`src/rtl/gbt_elink_frame_assembler.sv`:
```
// Purpose: packs consecutive e-link words into one wide frame (first word in MSBs) and flags gaps and dropped frames.
// Latency: frm_valid rises one cycle after the last word of a frame is sampled; error pulses are one cycle after their cause.
// Backpressure: one-deep output register; a frame completing while a frame is held and not accepted is dropped (err_ovf).
// Optional statistics counters are enabled by defining GBT_ELINK_ASM_STATS_EN.
module gbt_elink_frame_assembler #(
  parameter int WORD_W          = 10,
  parameter int WORDS_PER_FRAME = 8,
  parameter int CNT_W           = 16
) (
  input  logic                              sClk,
  input  logic                              sRst_n,
  input  logic                              link_rdy,
  input  logic [WORD_W-1:0]                 elink_data,
  input  logic                              elink_valid,
  output logic [WORD_W*WORDS_PER_FRAME-1:0] frm_data,
  output logic                              frm_valid,
  input  logic                              frm_ready,
  output logic                              err_gap,
  output logic                              err_ovf,
  output logic [CNT_W-1:0]                  cnt_frames,
  output logic [CNT_W-1:0]                  cnt_errors
);

  localparam int FRM_W = WORD_W * WORDS_PER_FRAME;
  localparam int ASM_W = WORD_W * (WORDS_PER_FRAME - 1);
  localparam int WC_W  = $clog2(WORDS_PER_FRAME);
  localparam logic [WC_W-1:0] WC_LAST = WC_W'(WORDS_PER_FRAME - 1);

  typedef enum logic {DOWN, COLLECT} state_t;

  state_t            state_q, state_d;
  logic [WC_W-1:0]   wcnt_q, wcnt_d;
  logic [ASM_W-1:0]  asm_q;
  logic [FRM_W-1:0]  frame_new;
  logic              shift_en, frm_done, gap_d, ovf_d, load_frm, xfer;

  // Only the newest WORDS_PER_FRAME-1 words are kept; the current word completes the frame.
  assign frame_new = {asm_q, elink_data};
  assign xfer      = frm_valid & frm_ready;
  assign load_frm  = frm_done & (~frm_valid | frm_ready);
  assign ovf_d     = frm_done & frm_valid & ~frm_ready;

  // Next-state and word-count logic; link loss discards a partial frame without flagging it.
  always_comb begin
    state_d  = state_q;
    wcnt_d   = wcnt_q;
    shift_en = 1'b0;
    frm_done = 1'b0;
    gap_d    = 1'b0;
    case (state_q)
      DOWN: begin
        wcnt_d = '0;
        if (link_rdy) state_d = COLLECT;
      end
      COLLECT: begin
        if (!link_rdy) begin
          state_d = DOWN;
          wcnt_d  = '0;
        end else if (elink_valid) begin
          shift_en = 1'b1;
          if (wcnt_q == WC_LAST) begin
            frm_done = 1'b1;
            wcnt_d   = '0;
          end else begin
            wcnt_d = wcnt_q + 1'b1;
          end
        end else if (wcnt_q != '0) begin
          gap_d  = 1'b1;
          wcnt_d = '0;
        end
      end
    endcase
  end

  // State and word-counter registers.
  always_ff @(posedge sClk or negedge sRst_n) begin
    if (!sRst_n) begin
      state_q <= DOWN;
      wcnt_q  <= '0;
    end else begin
      state_q <= state_d;
      wcnt_q  <= wcnt_d;
    end
  end

  // Assembly shift register; stale words age out because a frame always needs a full run of words.
  always_ff @(posedge sClk or negedge sRst_n) begin
    if (!sRst_n) asm_q <= '0;
    else if (shift_en) asm_q <= frame_new[ASM_W-1:0];
  end

  // Output holding register: loads a completed frame when empty or being drained this cycle.
  always_ff @(posedge sClk or negedge sRst_n) begin
    if (!sRst_n) begin
      frm_valid <= 1'b0;
      frm_data  <= '0;
    end else if (load_frm) begin
      frm_valid <= 1'b1;
      frm_data  <= frame_new;
    end else if (xfer) begin
      frm_valid <= 1'b0;
    end
  end

  // Registered error pulses.
  always_ff @(posedge sClk or negedge sRst_n) begin
    if (!sRst_n) begin
      err_gap <= 1'b0;
      err_ovf <= 1'b0;
    end else begin
      err_gap <= gap_d;
      err_ovf <= ovf_d;
    end
  end

`ifdef GBT_ELINK_ASM_STATS_EN
  logic [CNT_W:0] err_sum;
  assign err_sum = {1'b0, cnt_errors} + (CNT_W+1)'(err_gap) + (CNT_W+1)'(err_ovf);

  // Saturating statistics: delivered frames and error events (both errors in one cycle count as two).
  always_ff @(posedge sClk or negedge sRst_n) begin
    if (!sRst_n) begin
      cnt_frames <= '0;
      cnt_errors <= '0;
    end else begin
      if (xfer && (cnt_frames != '1)) cnt_frames <= cnt_frames + 1'b1;
      cnt_errors <= err_sum[CNT_W] ? '1 : err_sum[CNT_W-1:0];
    end
  end
`else
  assign cnt_frames = '0;
  assign cnt_errors = '0;
`endif

endmodule
```
`config.mk`:
```
export PLATFORM = sky130hd
export DESIGN_NAME = gbt_elink_frame_assembler
export DESIGN_NICKNAME = d
export VERILOG_FILES = /design/src/rtl/gbt_elink_frame_assembler.sv
export SDC_FILE = /design/constraint.sdc
export NUM_CORES = 1
export LEC_CHECK = 0
export CORE_MARGIN = 5
export CORE_UTILIZATION = 51
export DETAILED_ROUTE_END_ITERATION = 7
export HOLD_SLACK_MARGIN = 0.1
export PLACE_DENSITY = 0.8
export SLEW_MARGIN = 20
export SYNTH_ARGS = -nofsm -noshare
export SYNTH_HDL_FRONTEND = slang
export SYNTH_SLANG_ARGS = --single-unit
```
`constraint.sdc`:
```
create_clock -name sClk -period 2.15 [get_ports sClk]
set_clock_uncertainty 0.2 [all_clocks]
set_input_delay 0.645 -clock sClk [delete_from_list [all_inputs] [get_ports sClk]]
set_output_delay 0.645 -clock sClk [all_outputs]
set_load 0.01 [all_outputs]
```
Word level (Yosys, flattened, before mapping)

Cells that the tools add are included.

Flip-flop bits (word level): 157
Output and inout bits: 115
Word-level logic and storage cells: 39

Add/sub/neg operators: 1
Eq/ne operators: 2
Mux-type cells: 19
Bitwise logic cells: 8
Reductions and logical operators: 2

Operators by type and width:

| kind                | count |
|---|---|
| $mux 1              | 14 |
| $mux 3              | 4 |
| $pmux 3 s2          | 1 |
| $and 1x1->1         | 4 |
| $ne 4x3->1 const B  | 1 |
| $add 3x1->3 const B | 1 |
| $eq 3x3->1 const B  | 1 |
| $not 1->1           | 3 |
| $reduce_bool 3->1   | 1 |
| $reduce_bool 2->1   | 1 |
| $or 1x1->1          | 1 |

Longest topological paths before layout

Gate-level depths: netlist of the first run.

Word-level depth: 7
Mapped depth: 5
Gate-level depth less buffers: 5

Worst setup path before layout of the first run

OpenSTA, ideal clock, no wires.

Path type: input-to-reg
Start point: in elink_valid
End point: reg frm_data[14]
Setup time: 125 ps
Data arrival time: 1490 ps
Required time: 1825 ps
Slack: 335 ps
Cell stages on the path: 4
Path buffers: 1
Path through: and3_1 nand3_2 buf_2 mux2_2

Longest elaborated chain between the ends: 4

RTL lines:

| element                | RTL line | text |
|---|---|---|
| start: declaration     | 14       | `input logic elink_valid,` |
| $mux 1                 | 59       | `end else if (elink_valid) begin` |
| $mux 1                 | 56       | `if (!link_rdy) begin` |
| $mux 1                 | 50       | `case (state_q)` |
| $and 1x1->1            | 40       | `assign load_frm = frm_done & (~frm_valid \| frm_ready);` |
| end signal: assignment | 99       | `frm_data <= frame_new;` |
| end: declaration       | 15       | `output logic [WORD_W*WORDS_PER_FRAME-1:0] frm_data,` |

Every way passes these cells.
A chain may end at the register's enable or synchronous reset.

Worst setup path in the final report of the first run

Start point: reg frm_data[40]
End point: out frm_data[40]

No word-level cell between the ends.

==> results summary, run 1 <==
The synthesized netlist devotes 0.2666% of its cell area to compound gates. Data on the critical path arrives at its endpoint at 1.10 ns. The maximum clock frequency is about 0.5 GHz. The most crowded layer after global routing is met2. The count of state elements after synthesis came out at 157.

The antenna diode count came out at 0. In the layout the commonest cells are nand2_1 (213), dfrtp_1 (157), dlygate4sd2_1 (75), mux2_2 (72), conb_1 (32). Summing all flip-flop and latch instances after layout gives between 3000 and 4000 um2. The number of search-and-repair iterations in the first detailed-routing pass came out at 4. The number of global-route vias before repair is 4186. The top cell family by delay on the critical path is flip-flops.

After detailed routing, the total wire length is 12.22 mm. The global-route total usage across every layer came out at 18.27%. The clock passes through at most 2 buffers.

The count of unresolved DRC violations after routing is 0. The count of distinct cell types in the synthesized netlist came out at 21. The portion of synthesized area spent on multiplexers is 14.77%. Setup repair after global routing left no endpoint under its margin. Setup violations remaining at the end of the flow were counted as 0. The global-route wire length before repair is between 20 and 25 mm. The maximum cell stage delay along the critical path came out at roughly 0.40 ns. The die is 119.4 um wide.

The total overflow reported by the global router is 0. The post-route netlist has 18.97% of its cells at a drive strength greater than 1. The H-tree was split into 4 levels. Cells fill roughly two thirds of the core in the end. The insertion delay of the later-clocked pin in the worst-skew pair is 0.41 ns. The worst slack at placement is -0.1973 ns. The tree is rooted in a clkbuf_16. The average cell area after synthesis is roughly 12 um2. The final cell count without fillers came out at 790. The area used by multi-input combinational logic is roughly 2000 um2. The count of warnings emitted by yosys is 0.

The setup path with the least slack is of type flip-flop to output pin. After detailed placement, the design holds a cell count of 757. The final worst-path cycle share came out at 90.65%. The clock slew seen by the registers of the worst setup and hold paths is approximately 0.06 ns.

The final period demand of the worst path came out at 1.949 ns. Synthesis handed over a netlist of between 500 and 600 instances. The simple-gate portion of the synthesized area came out at 14.11%. The height of the chip is 119.4 um. The analysis attributes to cell leakage a power of 4.628 nW. The critical path required time came out at 1.30 ns. From synthesis to final layout, the design area changed by 27.36%. The largest net degree at the start of global routing is 46. The CTS tree is built. The startpoint type of the worst setup path is a flip-flop. The share of synthesized area occupied by flip-flops and latches came out at 64.40%. For this run, global-route usage on met3 was measured as 6.553%. The area of the mapped netlist came out at 6101 um2. The most frequent standard cell in the layout excluding fill and tap cells is nand2_1.

The detail-routed net length per standard cell came out at between 15 and 20 um. The max-cap violation count is 0. The detailed-placement wirelength estimate came out at 8.340 mm. The final count of pins violating max slew was 0. The count of buffers added by post-CTS timing repair for setup came out at 0. 130 I/O pins were placed.

The largest driver fanout on the critical path came out at 2. After routing the design area is a little under 8000 um2. STA classifies the critical path endpoint as an output pin. The area enclosed by the die boundary is 14250 um2.

In this run the standard cell core region covers 11860 um2. The slowest stage of the critical path belongs to the cell dfrtp_1. The number of nets still failing antenna checks after routing came out at 0. The accumulated negative setup slack is 0 ns. Across all hold checks on the routed design, the worst slack comes to ~0.27 ns. Using the TritonRoute via totals, the vias-per-cell ratio works out to just under 5.

The total clock sinks came out at 157. After synthesis, the largest family of logic cells by area is multiplexers. The critical path goes through dlygate4sd2_1.

The number of I/O port buffers came out at 97. IR analysis of the VDD net gives a maximum drop of 0.6353 mV. The effective utilization at floorplan came out at 51.43%.

The number of DRC markers in iteration 0 came out at 265. The adder and majority gate portion of the synthesized area came out at 0.6153%. The number of buffer and inverter instances along the worst setup path is 1. The routing usage on met1 came out at 22.20%.

In the post-route analysis, the smallest setup slack over all paths is 0.2010 ns. The number of antenna violations at the first check in global routing came out at 0. The fraction of synthesized cell area in xor and xnor cells came out at 0%. The total number of vias came out at 3861.

The routability congestion estimate from global placement is 0.8234. The run finished with clean final reports. The path class of the tightest hold or removal check is flip-flop to flip-flop. The final hold violation count came out at 0. For this run, global-route usage on met2 was measured as 30.98%. The placed standard-cell area came out at 7259 um2.

Row generation in the floorplan step produced 40 rows. The number of buffers inserted during clock tree synthesis is 17. The total power came out at about 6.8 mW. The final-stage net count came out at roughly 650. The power density over cell area came out at about 870 nW/um2. The layout filler cell count is 911.
per-layer routing:
metal | vias up | wire (um)
met2 | 104 | 6330
met5 | - | 0
met1 | 1926 | 5019
met4 | 0 | 95
li1 | 1825 | -
met3 | 6 | 770
synthesized netlist by cell type:
cell type  instances  area [um2]
a21o_1             1       7.510
a22o_1             1       8.760
and2_1             1       6.260
and3_1             1       6.260
buf_2             15       75.07
buf_4             32       240.2
clkbuf_1           8       30.03
conb_1             1       3.750
dfrtp_1          157        3929
ha_1               3       37.54
inv_1              2       7.510
mux2_1             8       90.09
mux2_2            72       810.8
nand2_1          213       799.5
nand2b_1           1       6.260
nand3_1            1       5.000
nand3_2            1       10.01
nor2_1             1       3.750
nor2b_1            1       6.260
nor3_1             2       10.01
nor3b_1            1       7.510
what timing repair did:
action	CTS	global route
endpoints found under the setup margin	75	8
resized for setup	75	8
endpoints found under the hold margin	41	0
hold buffers	1	0
worst reg2reg max path: stages, from the launching register on:
cell and delay (ns):
dfrtp_1 0.41, ha_1 0.22, ha_1 0.25, nand3_4 0.13, buf_12 0.21, mux2_2 0.38
final timing paths:
check / endpoint / cells after the start / slack [ns] / from
setup / recovery: frm_data[40] / 1 / 0.20 / frm_data[40]
hold / removal: asm_q[60] / 2 / 0.27 / asm_q[60]
setup reg to reg: frm_data[29] / 5 / 0.24 / wcnt_q[0]
hold reg to reg: asm_q[60] / 2 / 0.27 / asm_q[60]
max in group asynchronous: asm_q[16] / 3 / 0.64 / sRst_n
min in group asynchronous: frm_data[67] / 2 / 0.53 / sRst_n
flip-flops by register name (all words and copies together) (netlist names):
register / flops
frm_data: 80
asm_q: 70
wcnt_q: 3
err_gap: 1
err_ovf: 1
frm_valid: 1
state_q: 1
area by class of cell:
type / count / share of cell area (%)
Inverter: 2 / 0.09662
Clock buffer: 18 / 5.652
Timing Repair Buffer: 112 / 14.49
Multi-Input combinational cell: 340 / 25.09
Clock inverter: 14 / 1.739
Sequential cell: 157 / 50.56
Tap cell: 147 / 2.367
logic make-up after synthesis:
| logic type | after synthesis |
|---|---|
| and+or+nand+nor | 223 |
| DFF | 157 |
| muxes | 80 |
| buffers and inverters | 57 |
| adders and majority gates | 3 |
| AOI/OAI and AO/OA | 2 |
| other | 1 |
power by group:
group,total (mW),internal (mW),switching [mW]
registers,3.48,3.24,0.232
clock network,2.85,1.64,1.21
logic,0.446,0.170,0.276
total,6.78,5.06,1.72
Note: power is estimated with default switching activity, not from simulation.
==> inputs of run 2 (changes only) <==
==> constraint.sdc (replaced) <==
create_clock -name sClk -period 2.2 [get_ports sClk]
set_clock_uncertainty 0.2 [all_clocks]
set_input_delay 0.66 -clock sClk [delete_from_list [all_inputs] [get_ports sClk]]
set_output_delay 0.66 -clock sClk [all_outputs]
set_load 0.01 [all_outputs]
==> results summary, run 2 (synthesized netlist as in run 1, its figures left out) <==
The flow ran to the end, and the final reports show no timing, DRC or antenna violations. STA classifies the critical path startpoint as a flip-flop. The area added between synthesis and finish is 31.50%. The maximum cell stage delay along the critical path came out at approximately 0.54 ns. The largest registers in the layout are frm_data (80), asm_q (70), wcnt_q (3). The overall die width came out at 119.4 um. Measured along the y axis, the die boundary spans 119.4 um.

The largest net degree at the start of global routing is 59. The endpoint arrival time on the critical path came out at 1.30 ns. The reg-to-reg setup timing slack is 0.28 ns. The smallest hold slack is 0.2753 ns. The cell with the biggest individual delay on the critical path is clkdlybuf4s50_1. The total number of vias is between 3000 and 4000. The repair_antennas step left the layout with diodes totalling 0.

The number of global-route vias before repair came out at 4252. The static leakage is 5.175 nW. Setup slack closes at 0.03618 ns.

The routability congestion estimate from global placement came out at 0.8072. The number of search-and-repair iterations in the first detailed-routing pass is 4. For hold timing, the worst endpoint is asm_q[67].

Measured in cells, the most critical reg-to-reg path has a length of 5. After detailed routing, the number of vias per cell comes to 4.946. The total clock sinks came out at around 160. The register with the most flip-flops in the layout has 80 of them.

Counting tap cells, the placed design contains a total of 757 instances. The start point of the worst min-delay path is asm_q[67]. The cell sitting at the root of the clock tree is a clkbuf_16. Post-CTS timing repair inserted 0 buffers for setup. The number of I/O port buffers came out at 97. The global-route wire length before repair came out at between 20 and 25 mm. The critical path required time came out at 1.34 ns. The net count of the finished layout is 648. The power density over cell area came out at just under 900 nW/um2. The number of DRC markers in iteration 0 came out at 262.

The total overflow reported by the global router came out at 0. Once layout is complete, the cells apart from fillers number 790. The global-route total usage across every layer came out at 18.92%. The number of buffer and inverter instances along the worst setup path is 1. The top cell types in the final layout, fill and taps aside, are nand2_1 (213), dfrtp_1 (157), mux2_2 (72), dlymetal6s2s_1 (48), conb_1 (32). The final count of pins violating max slew came out at 0.

The share of post-route cells with drive strength above 1 came out at between 10% and 20%. Leaving out fill and tap cells, the most frequent cell in the layout is nand2_1. Clock-pin slew was measured on the worst setup and hold paths at 0.06 ns.

STA classifies the critical path endpoint as an output pin. The final period demand of the worst path is 2.164 ns. The number of buffers on the longest clock path came out at 2. The tightest min-delay check is of the flip-flop to flip-flop type. The number of setup violations in the final report is 0.

The signal on the critical path passes through clkdlybuf4s50_1. The final design utilization is between 60 and 70%. The aggregate routed wire length is 12.76 mm.

Grouping stages by cell kind, the critical path spends the most delay in buffers and inverters. The final hold violation count came out at 0. The area enclosed by the die boundary came out at 14250 um2. Detailed placement ended at an HPWL of 8.475 mm.

The worst hold path stage count is 2. The number of antenna violations at the first check in global routing came out at 0. In this run the critical register-to-register path is launched from wcnt_q[0]. After detailed routing, the number of remaining DRC violations is 0. The depth of the CTS H-tree came out at 4. The detail-routed net length per standard cell came out at 16.15 um. The worst slack at placement is -0.2035 ns. TritonCTS built the clock tree. Of all nets on the critical path, the largest fanout is 2. The I/O pin count is 130.

The tool flagged a number of max-cap violations equal to 0. The number of nets still failing antenna checks after routing is 0. Power comes to 7.161 mW. The layout filler cell count came out at roughly 890.

The floorplan core area is 11860 um2. The kind of critical path is flip-flop to output pin. The initial utilization of the core area, before any placement, comes to 51.43%. The final critical path takes up 98.36% of the cycle. The peak ir drop on the vdd network came out at between 0.4 and 0.5 mV.

The worst register-to-register path ends at frm_data[30]. The number of buffers inserted during clock tree synthesis is 17. The standard-cell row count came out at 40. The maximum clock frequency came out at about 0.46 GHz. The insertion delay of the later-clocked pin in the worst-skew pair came out at 0.42 ns. Counting flops per register, the top entry is frm_data.
run 2: cell count changes in the layout (fill, tap and decap cells not counted):
cell / change
inv_6: -4
clkinv_2: -1
clkbuf_8: +1
clkinv_4: -1
buf_12: -2
dlygate4sd2_1: -50
bufinv_16: +5
buf_4: +2
dlymetal6s2s_1: +40
clkdlybuf4s50_1: +10
run 2: power breakdown:
group          internal (mW)  leakage [nW]  total (mW)  switching, mW
clock                   2.19         0.322        3.33           1.14
sequential              3.17          2.14        3.40          0.225
combinational          0.161          2.72       0.431          0.270
run 2: through the flow:
step / area [um2] / TNS [ns]
global placement: 7234 / -10.84
detailed placement: 7234 / -15.61
floorplan: 6217 / 0
finish: 8023 / 0
CTS: 7903 / 0
global route: 8023 / -0.02100
run 2: worst max-delay path by stage:
stage	slack, ns	start	endpoint	cells past startpoint
3_5_place_dp	-0.20	elink_valid	frm_data[30]	5
6_report	0.04	frm_data[72]	frm_data[72]	1
2_1_floorplan	0.37	elink_valid	frm_data[14]	4
5_1_grt	-0.02	frm_data[72]	frm_data[72]	1
4_1_cts	0.002	frm_data[26]	frm_data[26]	1
3_3_place_gp	-0.15	elink_valid	frm_data[25]	5
run 2: routing by layer:
| layer | track usage (%) | share of wire [%] | vias up |
|---|---|---|---|
| met5 | 0 | 0 | - |
| met2 | 31.44 | 52 | 108 |
| met1 | 22.74 | 40 | 1962 |
| met4 | 6.943 | 1.6 | 0 |
| met3 | 6.790 | 6.7 | 14 |
| li1 | - | - | 1823 |
run 2: final cells by class:
class,instances,area [um2],share of cell area (%)
Sequential cell,157,3929,48.97
Multi-Input combinational cell,340,1949,24.30
Timing Repair Buffer,112,1264,15.75
Clock buffer,19,452.9,5.646
Clock inverter,13,236.5,2.948
Tap cell,147,183.9,2.293
Inverter,2,7.507,0.09357
run 2: worst register-to-register path, delay by kind of cell, from the launching register on:
kind          cells  cell delay [ns]
flops             1             0.41
mux               1             0.38
fa+ha+maj         2             0.46
simple gates      1             0.14
buf+inv           1             0.22
run 2: timing repair:
item,in CTS,in global routing
hold endpoints to repair,12,0
hold buffers,1,0
resized for setup,25,48
endpoints found under the setup margin,25,48
